==> config.mk <==
export PLATFORM = sky130hd
export DESIGN_NAME = register_file_24bit
export DESIGN_NICKNAME = d
export VERILOG_FILES = /design/src/rtl/cpu24_pkg.sv /design/src/rtl/reg_24bit.sv /design/src/rtl/register_file_24bit.sv
export SDC_FILE = /design/constraint.sdc
export NUM_CORES = 1
export LEC_CHECK = 0
export CAP_MARGIN = 20
export CORE_MARGIN = 2
export CORE_UTILIZATION = 50
export DETAILED_ROUTE_END_ITERATION = 8
export GPL_TIMING_DRIVEN = 0
export PLACE_DENSITY = 0.72
export SLEW_MARGIN = 20
export SYNTH_ARGS = -nofsm -noshare
export SYNTH_HDL_FRONTEND = slang
export SYNTH_HIERARCHICAL = 1
export SYNTH_SLANG_ARGS = --single-unit
==> constraint.sdc <==
create_clock -name Clock -period 2.1 [get_ports Clock]
set_input_delay 0.315 -clock Clock [delete_from_list [all_inputs] [get_ports Clock]]
set_output_delay 0.315 -clock Clock [all_outputs]
set_load 0.05 [all_outputs]
==> src/rtl/cpu24_pkg.sv <==
// ---------------------------------------------------------------------------
// cpu24_pkg
// Shared constants and types for the 24-bit single-cycle CPU. The register
// file, ALU and control unit all import this package, so the datapath width
// and the flag bit layout are defined in one place.
//
// Contents:
//   DATA_W    datapath / register width (24)
//   ADDR_W    register index width (3)
//   NUM_REGS  number of architectural registers (2**ADDR_W = 8)
//   ZERO_REG  index of the register hardwired to zero
//   FLAG_*    bit positions of Zero/Overflow/Carry inside the flag register
// ---------------------------------------------------------------------------
package cpu24_pkg;

   localparam int DATA_W   = 24;
   localparam int ADDR_W   = 3;
   localparam int NUM_REGS = 2 ** ADDR_W;
   localparam int ZERO_REG = 0;

   // Flag register layout: {Carry, Overflow, Zero} = bits [2:0].
   localparam int FLAG_Z = 0;
   localparam int FLAG_V = 1;
   localparam int FLAG_C = 2;
   localparam int FLAG_W = 3;

   typedef logic [DATA_W-1:0] word_t;
   typedef logic [ADDR_W-1:0] addr_t;

endpackage : cpu24_pkg

==> src/rtl/reg_24bit.sv <==
// ---------------------------------------------------------------------------
// reg_24bit
// Generic WIDTH-bit storage register with synchronous active-high reset and
// a load enable. Used for the general-purpose registers of the register file
// and, at WIDTH = 3, for the ALU status-flag register.
//
// Ports:
//   i_clock  in   1      clock, rising edge
//   i_reset  in   1      synchronous reset, active high (clears o_q)
//   i_load   in   1      load enable; o_q takes i_d at the next edge
//   i_d      in   WIDTH  data to load
//   o_q      out  WIDTH  stored value
// ---------------------------------------------------------------------------
module reg_24bit
   import cpu24_pkg::*;
#(
   parameter int WIDTH = DATA_W
) (
   input  logic             i_clock,
   input  logic             i_reset,
   input  logic             i_load,
   input  logic [WIDTH-1:0] i_d,
   output logic [WIDTH-1:0] o_q
);

   logic [WIDTH-1:0] r_q;

   // NOTE: reset is tested first so it overrides a load presented in the
   // same cycle; sequential state is always assigned with <=.
   always_ff @(posedge i_clock) begin
      if (i_reset) begin
         r_q <= '0;
      end else if (i_load) begin
         r_q <= i_d;
      end
   end

   assign o_q = r_q;

endmodule : reg_24bit

==> src/rtl/register_file_24bit.sv <==
// ---------------------------------------------------------------------------
// register_file_24bit
// Eight-entry, 24-bit register file feeding the ALU operands, plus the 3-bit
// status-flag register that captures the ALU Zero/Overflow/CarryOut results
// for later conditional branches.
//
// Ports:
//   Clock       in   1       clock, all state updates on rising edge
//   Reset       in   1       synchronous reset, active high; clears all
//                            registers and flags, overrides any write
//   RS, RT      in   ADDR_W  read addresses for ports 1 and 2
//   RD          in   ADDR_W  write address
//   RegWrite    in   1       write enable for the register array
//   WriteData   in   DATA_W  write-back data
//   ReadData1   out  DATA_W  reg[RS], combinational (ALU A)
//   ReadData2   out  DATA_W  reg[RT], combinational (B mux)
//   FlagWrite   in   1       load enable for the flag register
//   ZeroIn      in   1       ALU Zero
//   OverflowIn  in   1       ALU Overflow
//   CarryIn     in   1       ALU CarryOut
//   Flags       out  3       {Carry, Overflow, Zero}
//   DbgAddr     in   ADDR_W  debug read address
//   DbgData     out  DATA_W  reg[DbgAddr], combinational
// ---------------------------------------------------------------------------
module register_file_24bit
   import cpu24_pkg::*;
#(
   parameter int DATA_W   = cpu24_pkg::DATA_W,
   parameter int ADDR_W   = cpu24_pkg::ADDR_W,
   parameter int ZERO_REG = cpu24_pkg::ZERO_REG
) (
   input  logic              Clock,
   input  logic              Reset,
   input  logic [ADDR_W-1:0] RS,
   input  logic [ADDR_W-1:0] RT,
   input  logic [ADDR_W-1:0] RD,
   input  logic              RegWrite,
   input  logic [DATA_W-1:0] WriteData,
   output logic [DATA_W-1:0] ReadData1,
   output logic [DATA_W-1:0] ReadData2,
   input  logic              FlagWrite,
   input  logic              ZeroIn,
   input  logic              OverflowIn,
   input  logic              CarryIn,
   output logic [FLAG_W-1:0] Flags,
   input  logic [ADDR_W-1:0] DbgAddr,
   output logic [DATA_W-1:0] DbgData
);

   localparam int NUM_REGS_L = 2 ** ADDR_W;

   // Current contents of every register as seen by the read muxes.
   logic [DATA_W-1:0] w_regs [NUM_REGS_L];

   // Flag register next-state vector, assembled by bit index so the layout
   // stays tied to the package definition.
   logic [FLAG_W-1:0] w_flags_d;

   // ------------------------------------------------------------------
   // Register array: the zero register is a constant, every other entry
   // is a reg_24bit whose load is the decoded write enable for its index.
   // ------------------------------------------------------------------
   for (genvar g = 0; g < NUM_REGS_L; g++) begin : g_regs
      if (g == ZERO_REG) begin : g_zero
         assign w_regs[g] = '0;
      end else begin : g_store
         logic w_load;

         assign w_load = RegWrite && (RD == ADDR_W'(g));

         reg_24bit #(
            .WIDTH (DATA_W)
         ) u_reg (
            .i_clock (Clock),
            .i_reset (Reset),
            .i_load  (w_load),
            .i_d     (WriteData),
            .o_q     (w_regs[g])
         );
      end
   end

   // ------------------------------------------------------------------
   // Read ports
   // ------------------------------------------------------------------
   // NOTE: reads come straight from the stored array with no write-through
   // bypass; ReadData feeds the ALU whose Result returns on WriteData, so a
   // bypass would close a combinational loop.
   assign ReadData1 = w_regs[RS];
   assign ReadData2 = w_regs[RT];
   assign DbgData   = w_regs[DbgAddr];

   // ------------------------------------------------------------------
   // Status flags
   // ------------------------------------------------------------------
   always_comb begin
      w_flags_d         = '0;
      w_flags_d[FLAG_Z] = ZeroIn;
      w_flags_d[FLAG_V] = OverflowIn;
      w_flags_d[FLAG_C] = CarryIn;
   end

   reg_24bit #(
      .WIDTH (FLAG_W)
   ) u_flags (
      .i_clock (Clock),
      .i_reset (Reset),
      .i_load  (FlagWrite),
      .i_d     (w_flags_d),
      .o_q     (Flags)
   );

endmodule : register_file_24bit

After elaboration in Yosys (flattened, before gate mapping)
Cells that the tools add are included.
- reduce and logical (&&, ||, !) cells: 7
- bitwise logic cells: 3
- eq/ne operators: 7
- order comparisons: 3
- mux-type cells: 9
- operators with widths (operator ; count):
    $bmux W24 S3 ; 3
    $mux W24 ; 6
    $eq A3 B3 Y1 const B ; 4
    $ge A4 B4 Y1 const B ; 3
    $not A3 Y4 ; 3
    $logic_and A1 B1 Y1 ; 7
    $eq A3 B2 Y1 const B ; 2
    $eq A3 B1 Y1 const B ; 1
- register bits after elaboration: 171
- output and inout port bits: 75

Depth between registers and ports, before layout
Gate-level depths: netlist of the first run.
- depth after elaboration: 4
- mapped depth: 6

Hierarchy
The synthesis of the first run kept the hierarchy.
- modules (own cells, without submodules) (module ; seq. area each (um2) ; cells an instance ; instances ; area each (um2)):
    reg_24bit (g_regs[1].g_store.u_reg ...) ; 480.5 ; 77 ; 7 ; 869.6
    register_file_24bit ; 0.0 ; 452 ; 1 ; 5069.9
    reg_24bit (u_flags) ; 60.1 ; 9 ; 1 ; 101.3

Least setup slack after synthesis of the first run
Ideal clock, no wire load.
- path kind: input to output
- start: input port DbgAddr[1]
- end: output port DbgData[14]
- arrival time: 2.098 ns
- path buffers: 3
- setup slack: -0.313 ns
- stages: 5
- cells stage by stage: buf_6 -> buf_8 -> buf_8 -> mux2i_1 -> a221oi_1
- cells in the longest elaborated chain, start to end: 4
- ends and longest elaborated chain (what ; RTL line ; source):
    start, declared ; register_file_24bit.sv:46 ; input logic [ADDR_W-1:0] DbgAddr,
    $not A3 Y4 (implied by the code) ; register_file_24bit.sv:91 ; assign DbgData = w_regs[DbgAddr];
    $bmux W24 S3 ; register_file_24bit.sv:91 ;
    $mux W24 (implied by the code) (2 in a row) ; register_file_24bit.sv:91 ;
    end, declared ; register_file_24bit.sv:47 ; output logic [DATA_W-1:0] DbgData
Every way passes these cells. The select of a mux whose other input is x is not followed.

Worst setup path after layout of the first run
Ends and elaborated chain as after synthesis.

==> results of run 1 <==
==> cells by family (layout without fill, tap and decap cells) <==
| logic type | Yosys count | after routing | share of synthesized area |
|---|---|---|---|
| multiplexers | 387 | 387 | 0.366 |
| AO/OA/AOI/OAI | 145 | 145 | 0.171 |
| AND/OR/NAND/NOR | 193 | 193 | 0.0691 |
| flip-flops | 171 | 171 | 0.304 |
| buffers and inverters | 104 | 242 | 0.0901 |
==> power breakdown <==
| group | internal [mW] | switching [mW] |
|---|---|---|
| combinational | 0.663 | 1.28 |
| clock | 1.94 | 1.39 |
| sequential | 3.32 | 0.0761 |
==> cells in the final DEF (no fill, tap or decap), types with 3 or more instances in the layout <==
master,synthesis,routed
a221oi_1,37,15
a221oi_2,105,126
buf_12,21,22
buf_2,25,73
buf_4,3,22
buf_6,23,25
buf_8,6,6
bufinv_16,0,3
clkbuf_1,24,14
clkbuf_16,0,17
clkbuf_2,0,6
clkdlybuf4s15_2,0,3
clkdlybuf4s50_1,0,35
clkinv_4,0,4
clkinvlp_4,0,3
dfxtp_1,171,171
mux2_1,17,17
mux2_2,13,13
mux2_4,42,42
mux2i_1,315,315
nand2_1,3,3
nand2b_1,3,3
nor2_1,177,177
nor2b_4,3,4
==> worst max-delay path by stage <==
stage / cells after the start / slack, ps / endpoint / startpoint
3_3_place_gp: 3 / -780 / g_regs[4].g_store.u_reg/o_q[22] / Reset
5_1_grt: 6 / -10 / ReadData2[10] / RT[0]
6_report: 6 / -30 / DbgData[14] / DbgAddr[1]
2_1_floorplan: 5 / -20 / DbgData[13] / DbgAddr[2]
3_5_place_dp: 6 / -720 / ReadData2[14] / RT[0]
4_1_cts: 6 / 0.8 / ReadData2[5] / RT[0]
==> worst register-to-register path: stages (launching register included) <==
cell,delay [ps]
dfxtp_1,340
mux2i_1,190
nor2_1,70
==> metrics by stage <==
| step | util | TNS (ps) | hold WS [ps] | instances |
|---|---|---|---|---|
| after floorplan | - | -29.5 | 387 | 1000 |
| after global placement | 0.581 | -132700 | 479 | 1388 |
| after detailed placement | 0.582 | -41430 | 488 | 1389 |
| after CTS | 0.604 | 0 | 152 | 1418 |
| after global routing | 0.602 | -19.2 | 165 | 1418 |
| final | 0.602 | -33.9 | 170 | 1418 |
==> sequential cells by signal, indices dropped and copies added, names as in the netlist <==
name and count:
u_flags/o_q 3, g_regs.g_store.u_reg/o_q 168
==> what timing repair did <==
item	in CTS	in global routing
resized for setup	352	52
pin swaps	0	2
hold buffers	0	0
setup endpoints to repair	72	27
endpoints found under the hold margin	0	0
==> layout make-up <==
type,instances,share of cell area
tap,280,0.0265
inverter,1,0.000284
clock buffer,19,0.0343
clock inverter,13,0.0126
timing repair buffer,109,0.0597
buffer,100,0.0792
sequential,171,0.259
multi-input combinational,725,0.528
==> layer usage <==
layer | GRT usage | vias to the layer above
met1 | 0.431 | 4347
met2 | 0.472 | 400
met4 | 0.119 | 0
met5 | 0 | -
met3 | 0.0747 | 92
li1 | - | 4025
==> impl_metrics.json, run 1 <==
{
  "maxSlewHeadroom": 0.370,
  "slew_violations": 0,
  "die_h_um": 154,
  "cp.required_ps": 1780,
  "setup_violations": 1,
  "yosys-top-cells-count": "mux2i_1, nor2_1, dfxtp_1, a221oi_2, mux2_4",
  "yosys.cell_count.top_type": "mux2i_1",
  "r2r_start": "g_regs[4].g_store.u_reg/o_q[4]",
  "p_leak_nw": 5.23,
  "path_max_fanout": 10,
  "min_to": "g_regs[1].g_store.u_reg/o_q[0]",
  "wl_per_cell_um": 26.7,
  "syn_area_per_cell_um2": 11.3,
  "die-area_um2": 23700,
  "cp_num_buf_inv": 4,
  "firstDrtPassIters": 5,
  "cpMostUsedCell": "buf_8",
  "grt_pass1_wl_mm": 55.5,
  "detailed_place_hpwl_mm": 24.8,
  "synthToLayoutAreaGrowth_pct": 17.3,
  "coreArea_um2": 22000,
  "period_share": 1.02,
  "antenna-diode-count": 0,
  "synth-seq-area-share": 0.304,
  "grt_max_degree": 40,
  "reg2reg_to": "g_regs[4].g_store.u_reg/o_q[4]",
  "synthTopCellsByArea": "dfxtp_1, mux2i_1, a221oi_2, nor2_1, mux2_4",
  "power_mw": 8.67,
  "clock_skew_ps": 0,
  "final_antenna_net_count": 0,
  "cts_root_buffer": "clkbuf_16",
  "rsz0062_at_grt": "yes",
  "pin_count": 118,
  "final_hold_viol_count": 0,
  "antenna_found_initial": 0,
  "num_vias": 8864,
  "multi_input_area_um2": 6980,
  "synth_top_area_frac": 0.304,
  "peakVddDrop_mv": 0.487,
  "cpMaxStageDelayCell": "a221oi_2",
  "vias_per_cell": 6.25,
  "min_path_type": "in2reg",
  "hold_start": "Reset",
  "cts.clk_slew.worst_paths_ps": 70,
  "fill_cells": 1856,
  "synthCells": 1000,
  "synth_cell_types": 25,
  "clk_latency_ps": 430,
  "fin_crit_ps": 2130,
  "cpPeakStageDelay_ps": 440,
  "post_cts_buffers": 0,
  "synth_nets": 1043,
  "rows": 54,
  "synth_top_cell_by_area": "dfxtp_1",
  "cp_top_family": "buffers and inverters",
  "r2r_setup_slack_ps": 1350,
  "htree_levels": 4,
  "drive_gt1_frac": 0.333,
  "cp_cell_sequence": "buf_6, buf_8, buf_8, mux2i_1, a221oi_2, buf_4",
  "worst_slew_pin_slew_ps": 944,
  "failed_checks": "setup timing",
  "port_buffers": 108,
  "fin_ws_ps": -33.9,
  "start_util": 0.513,
  "status": "finished with violations",
  "overflow": 0,
  "whs_path_depth": 2,
  "met1_length_mm": 17.2,
  "die-width_um": 154,
  "fin_nets": 1168,
  "synth_seq_cells": 171,
  "synth_area_um2": 11300,
  "routed-wl-met3_mm": 3.06,
  "r2r_cells": 2,
  "ys_warn_count": 6,
  "async_flop_share": 0,
  "design_area_um2": 13200,
  "drc_errors": 0,
  "p_per_area_nw_per_um2": 656,
  "routed_wl_mm": 37.8,
  "endpoint_kind": "output port",
  "yosys_most_used_dff": "dfxtp_1",
  "grt_pass1_vias": 8929,
  "post-place-ws_ps": -723,
  "placed_area_um2": 12800,
  "worstPathArrival_ps": 1820,
  "maxCapViolations": 0,
  "synth_edf_count": 0,
  "cts_buffers": 17,
  "clock.fmax_mhz": 469,
  "regArea_um2": 3420,
  "crit_path_start_kind": "input pin",
  "drt-initial-drc-count": 817,
  "clk_path_buf_depth": 2,
  "cts_tree": "built",
  "top_layer": "met4",
  "met2_length_mm": 16.2,
  "grt_usage": 0.312,
  "gp_congestion": 0.909,
  "cts_sinks": 171,
  "critical_path_class": "in2out"
}
Power figures use the tool's default switching activity.
==> inputs of run 2 (changes only) <==
Settings changed: ABC_CLOCK_PERIOD_IN_PS set to 2100, GPL_ROUTABILITY_DRIVEN set to 1, SETUP_SLACK_MARGIN set to 0.4.
==> impl_metrics.json, run 2 (synthesis results as in run 1) <==
{
  "firstDrtPassIters": 7,
  "cts.clk_slew.worst_paths_ps": 70,
  "clk_path_buf_depth": 2,
  "critical_path_class": "reg2out",
  "rsz0062_at_grt": "yes",
  "die-width_um": 154,
  "placedCellCount": 1389,
  "cpPeakStageDelay_ps": 340,
  "clock.fmax_mhz": 515,
  "met2_usage": 0.521,
  "detailed_place_hpwl_mm": 25.9,
  "min_path_type": "in2reg",
  "final_antenna_net_count": 0,
  "cp.required_ps": 1780,
  "r2r_cells": 2,
  "clk_latency_ps": 440,
  "p_per_area_nw_per_um2": 569,
  "pin_count": 118,
  "peakVddDrop_mv": 0.464,
  "period_share": 0.925,
  "cts_sinks": 171,
  "crit_path_start_kind": "flip-flop",
  "die-area_um2": 23700,
  "grt_pass1_wl_mm": 59.8,
  "grt_max_degree": 41,
  "endpoint_kind": "output port",
  "worstPathArrival_ps": 1630,
  "final_common_cell": "mux2i_1",
  "r2r_start": "g_regs[2].g_store.u_reg/o_q[2]",
  "cpMostUsedCell": "a221oi_4",
  "vias_per_cell": 6.32,
  "min_to": "g_regs[3].g_store.u_reg/o_q[1]",
  "hold_start": "Reset",
  "coreArea_um2": 22000,
  "cp_cell_sequence": "mux2_4, a221oi_4, a221oi_4, buf_6",
  "gp_congestion": 0.891,
  "power_mw": 9.13,
  "synthToLayoutAreaGrowth_pct": 42.5,
  "port_buffers": 108,
  "cts_hold_buf": 0,
  "finalSetupTns_ps": 0,
  "rows": 54,
  "post-place-ws_ps": -621,
  "fin_nets": 1185,
  "fin_ws_ps": 158,
  "status": "finished clean",
  "path_max_fanout": 4,
  "antenna-diode-count": 0,
  "final_util": 0.731,
  "placed_area_um2": 13900,
  "p_leak_nw": 5.91,
  "whs_path_depth": 2,
  "drc_errors": 0,
  "overflow": 0,
  "setup_violations": 0,
  "maxCapViolations": 0,
  "drive_gt1_frac": 0.416,
  "use_met3": 0.0877,
  "hold_ws_ps": 131,
  "num_vias": 9063,
  "layout_common_cells": "mux2i_1, nor2_1, a221oi_4",
  "cpMaxStageDelayCell": "dfxtp_2",
  "htree_levels": 4,
  "busiest_layer": "met2",
  "maxSlewHeadroom": 0.425,
  "cts_buffers": 17,
  "worst_slew_pin_slew_ps": 862,
  "clock_skew_ps": 0,
  "grt_usage": 0.339,
  "r2r_setup_slack_ps": 1250,
  "die_h_um": 154,
  "wl_per_cell_um": 27.9,
  "drt-initial-drc-count": 735,
  "design_area_um2": 16000,
  "slew_violations": 0,
  "reg2reg_to": "g_regs[2].g_store.u_reg/o_q[2]",
  "largest_register_ff_count": 168,
  "start_util": 0.513,
  "cts_root_buffer": "clkbuf_16",
  "grt_pass1_vias": 9384,
  "use_met1": 0.454,
  "antenna_found_initial": 0,
  "cts_tree": "built",
  "final_hold_viol_count": 0,
  "fin_crit_ps": 1940,
  "routed_wl_mm": 40.0,
  "finalNonFillerCells": 1435
}
==> run 2: changes by cell type in the layout (fill, tap and decap cells not counted), sizes merged, moves of 3 or more <==
cell / before / now
inv: 2 / 8
clkdlybuf4s15: 3 / 0
clkdlybuf4s50: 35 / 32
dlygate4sd2: 0 / 3
bufinv: 3 / 0
buf: 148 / 166
==> run 2: area by class of cell <==
class	count	area, um^2
tap	280	350
buffer	103	1460
multi-input combinational	725	8790
clock buffer	20	457
clock inverter	12	106
sequential	171	3480
inverter	1	3.75
fill	1498	5920
timing repair buffer	123	1390
==> run 2: how the worst max path moves through the flow <==
stage / from / slack, ps / depth (start not counted) / to
CTS: g_regs[1].g_store.u_reg/o_q[22] / 170 / 4 / ReadData1[22]
finish: g_regs[1].g_store.u_reg/o_q[13] / 160 / 4 / DbgData[13]
detailed placement: RT[0] / -620 / 5 / ReadData2[9]
global placement: Reset / -790 / 3 / g_regs[7].g_store.u_reg/o_q[22]
floorplan: DbgAddr[1] / 310 / 5 / DbgData[19]
global route: g_regs[1].g_store.u_reg/o_q[22] / 130 / 4 / ReadData1[22]
==> run 2: power by group <==
| part | total (mW) | switching [mW] | leakage [nW] | internal (mW) |
|---|---|---|---|---|
| logic | 2.60 | 1.52 | 4.23 | 1.08 |
| clock network | 3.12 | 1.50 | 0.275 | 1.62 |
| registers | 3.41 | 0.0915 | 1.41 | 3.32 |
==> run 2: timing repair <==
item	4_1_cts	5_1_grt
endpoints found under the setup margin	75	72
gates cloned	2	1
pin swaps	42	41
setup buffers	5	6
resized for setup	699	24
==> run 2: critical path, delay by kind of cell, from the launching register on <==
kind                   cells  cell delay, ps
flip-flops                 1             340
buffers and inverters      1             170
multiplexers               1             290
AO/OA/AOI/OAI              2             400
==> run 2: routing by layer <==
layer / up-vias / part of all wire
li1: 4109 / -
met1: 4499 / 0.44
met2: 372 / 0.45
met3: 83 / 0.071
met4: 0 / 0.035
met5: - / 0
==> inputs of run 3 (changes only) <==
Settings changed: MAX_ROUTING_LAYER set to met4.
==> impl_metrics.json, run 3 (synthesis results as in run 1) <==
{
  "regArea_um2": 3480,
  "top_layer": "met4",
  "hold_ws_ps": 131,
  "fin_nets": 1185,
  "rows": 54,
  "start_util": 0.513,
  "min_path_type": "in2reg",
  "multi_input_area_um2": 8790,
  "final_hold_viol_count": 0,
  "synthToLayoutAreaGrowth_pct": 42.5,
  "die-area_um2": 23700,
  "antenna-diode-count": 0,
  "clock_skew_ps": 0,
  "critical_path_class": "in2out",
  "pin_count": 118,
  "drive_gt1_frac": 0.416,
  "r2r_start": "g_regs[2].g_store.u_reg/o_q[2]",
  "port_buffers": 108,
  "met1_length_mm": 17.4,
  "clk_latency_ps": 440,
  "rsz0062_at_grt": "yes",
  "vias_per_cell": 6.33,
  "routed-wl-met3_mm": 3.16,
  "endpoint_kind": "output port",
  "r2r_cells": 2,
  "met2_length_mm": 18.0,
  "grt_pass1_wl_mm": 59.9,
  "cpMostUsedCell": "buf_12",
  "cp.required_ps": 1780,
  "cts_buffers": 17,
  "gp_congestion": 0.907,
  "final_antenna_net_count": 0,
  "r2r_setup_slack_ps": 1260,
  "routed_wl_mm": 40.0,
  "drt-initial-drc-count": 647,
  "firstDrtPassIters": 6,
  "grt_usage": 0.349,
  "placedCellCount": 1389,
  "path_max_fanout": 10,
  "wl_per_cell_um": 27.9,
  "status": "finished clean",
  "reg2reg_to": "g_regs[2].g_store.u_reg/o_q[2]",
  "grt_max_degree": 41,
  "placed_area_um2": 13900,
  "cts_root_buffer": "clkbuf_16",
  "startpoint": "RT[0]",
  "cpPeakStageDelay_ps": 360,
  "die_h_um": 154,
  "cp_cell_sequence": "buf_6, nor2b_4, buf_12, buf_12, buf_12, a221oi_4, a221oi_4, buf_6",
  "final_common_cell": "mux2i_1",
  "final_util": 0.731,
  "finalNonFillerCells": 1435,
  "setup_violations": 0,
  "grt_pass1_vias": 9371,
  "overflow": 0,
  "clock.fmax_mhz": 516,
  "htree_levels": 4,
  "finalSetupTns_ps": 0,
  "coreArea_um2": 22000,
  "p_leak_nw": 5.91,
  "worstPathArrival_ps": 1620,
  "fill_cells": 1498,
  "detailed_place_hpwl_mm": 25.9,
  "clk_path_buf_depth": 2,
  "p_per_area_nw_per_um2": 569,
  "layout_common_cells": "mux2i_1, nor2_1, a221oi_4",
  "maxCapViolations": 0,
  "largest_register_ff_count": 168,
  "worst_slew_pin_slew_ps": 848,
  "cts_sinks": 171,
  "die-width_um": 154,
  "cts.clk_slew.worst_paths_ps": 70,
  "design_area_um2": 16000,
  "period_share": 0.923,
  "slew_violations": 0,
  "drc_errors": 0,
  "antenna_found_initial": 0,
  "cts_hold_buf": 0,
  "fin_crit_ps": 1940,
  "peakVddDrop_mv": 0.462,
  "num_vias": 9088,
  "cpMaxStageDelayCell": "a221oi_4",
  "crit_path_start_kind": "input pin",
  "maxSlewHeadroom": 0.435,
  "cts_tree": "built",
  "crit_path_end": "ReadData2[19]"
}
## run 3: area by class of cell
type / count / area share
Clock inverter: 12 / 0.00663
Tap cell: 280 / 0.0218
Buffer: 103 / 0.0912
Timing Repair Buffer: 123 / 0.0868
Clock buffer: 20 / 0.0285
Inverter: 1 / 0.000234
Sequential cell: 171 / 0.217
Multi-Input combinational cell: 725 / 0.548
## run 3: layer usage
metal,up-vias,global-route usage
met3,99,0.0857
met4,0,0.140
met2,397,0.521
met1,4487,0.455
met5,-,-
li1,4105,-
## run 3: worst min-delay path by stage
stage,start,endpoint,cells past startpoint
2_1_floorplan,Reset,g_regs[1].g_store.u_reg/o_q[0],1
3_3_place_gp,u_flags/o_q[1],u_flags/o_q[1],2
3_5_place_dp,u_flags/o_q[0],u_flags/o_q[0],2
4_1_cts,Reset,g_regs[3].g_store.u_reg/o_q[1],2
5_1_grt,Reset,g_regs[6].g_store.u_reg/o_q[1],2
6_report,Reset,g_regs[3].g_store.u_reg/o_q[1],2
## run 3: repair_timing
item,4_1_cts,5_1_grt
setup buffers,5,6
endpoints found under the setup margin,75,72
pin swaps,42,41
cloned,2,1
gates resized for setup,699,23
## run 3: critical path: cells and delay by family
family | cells | cell delay [ps]
buffers and inverters | 5 | 800
AO/OA/AOI/OAI | 2 | 420
AND/OR/NAND/NOR | 1 | 70
## run 3: where the power goes
group | switching, mW | internal [mW]
logic | 1.52 | 1.07
registers | 0.0910 | 3.32
clock network | 1.51 | 1.62
total | 3.12 | 6.01
## run 3: stage by stage
| stage | setup slack [ps] | total power, mW |
|---|---|---|
| 2_1_floorplan | 315 | 5.04 |
| 3_3_place_gp | -790 | 5.69 |
| 3_5_place_dp | -621 | 5.71 |
| 4_1_cts | 167 | 9.09 |
| 5_1_grt | 126 | 9.39 |
| 6_report | 162 | 9.13 |
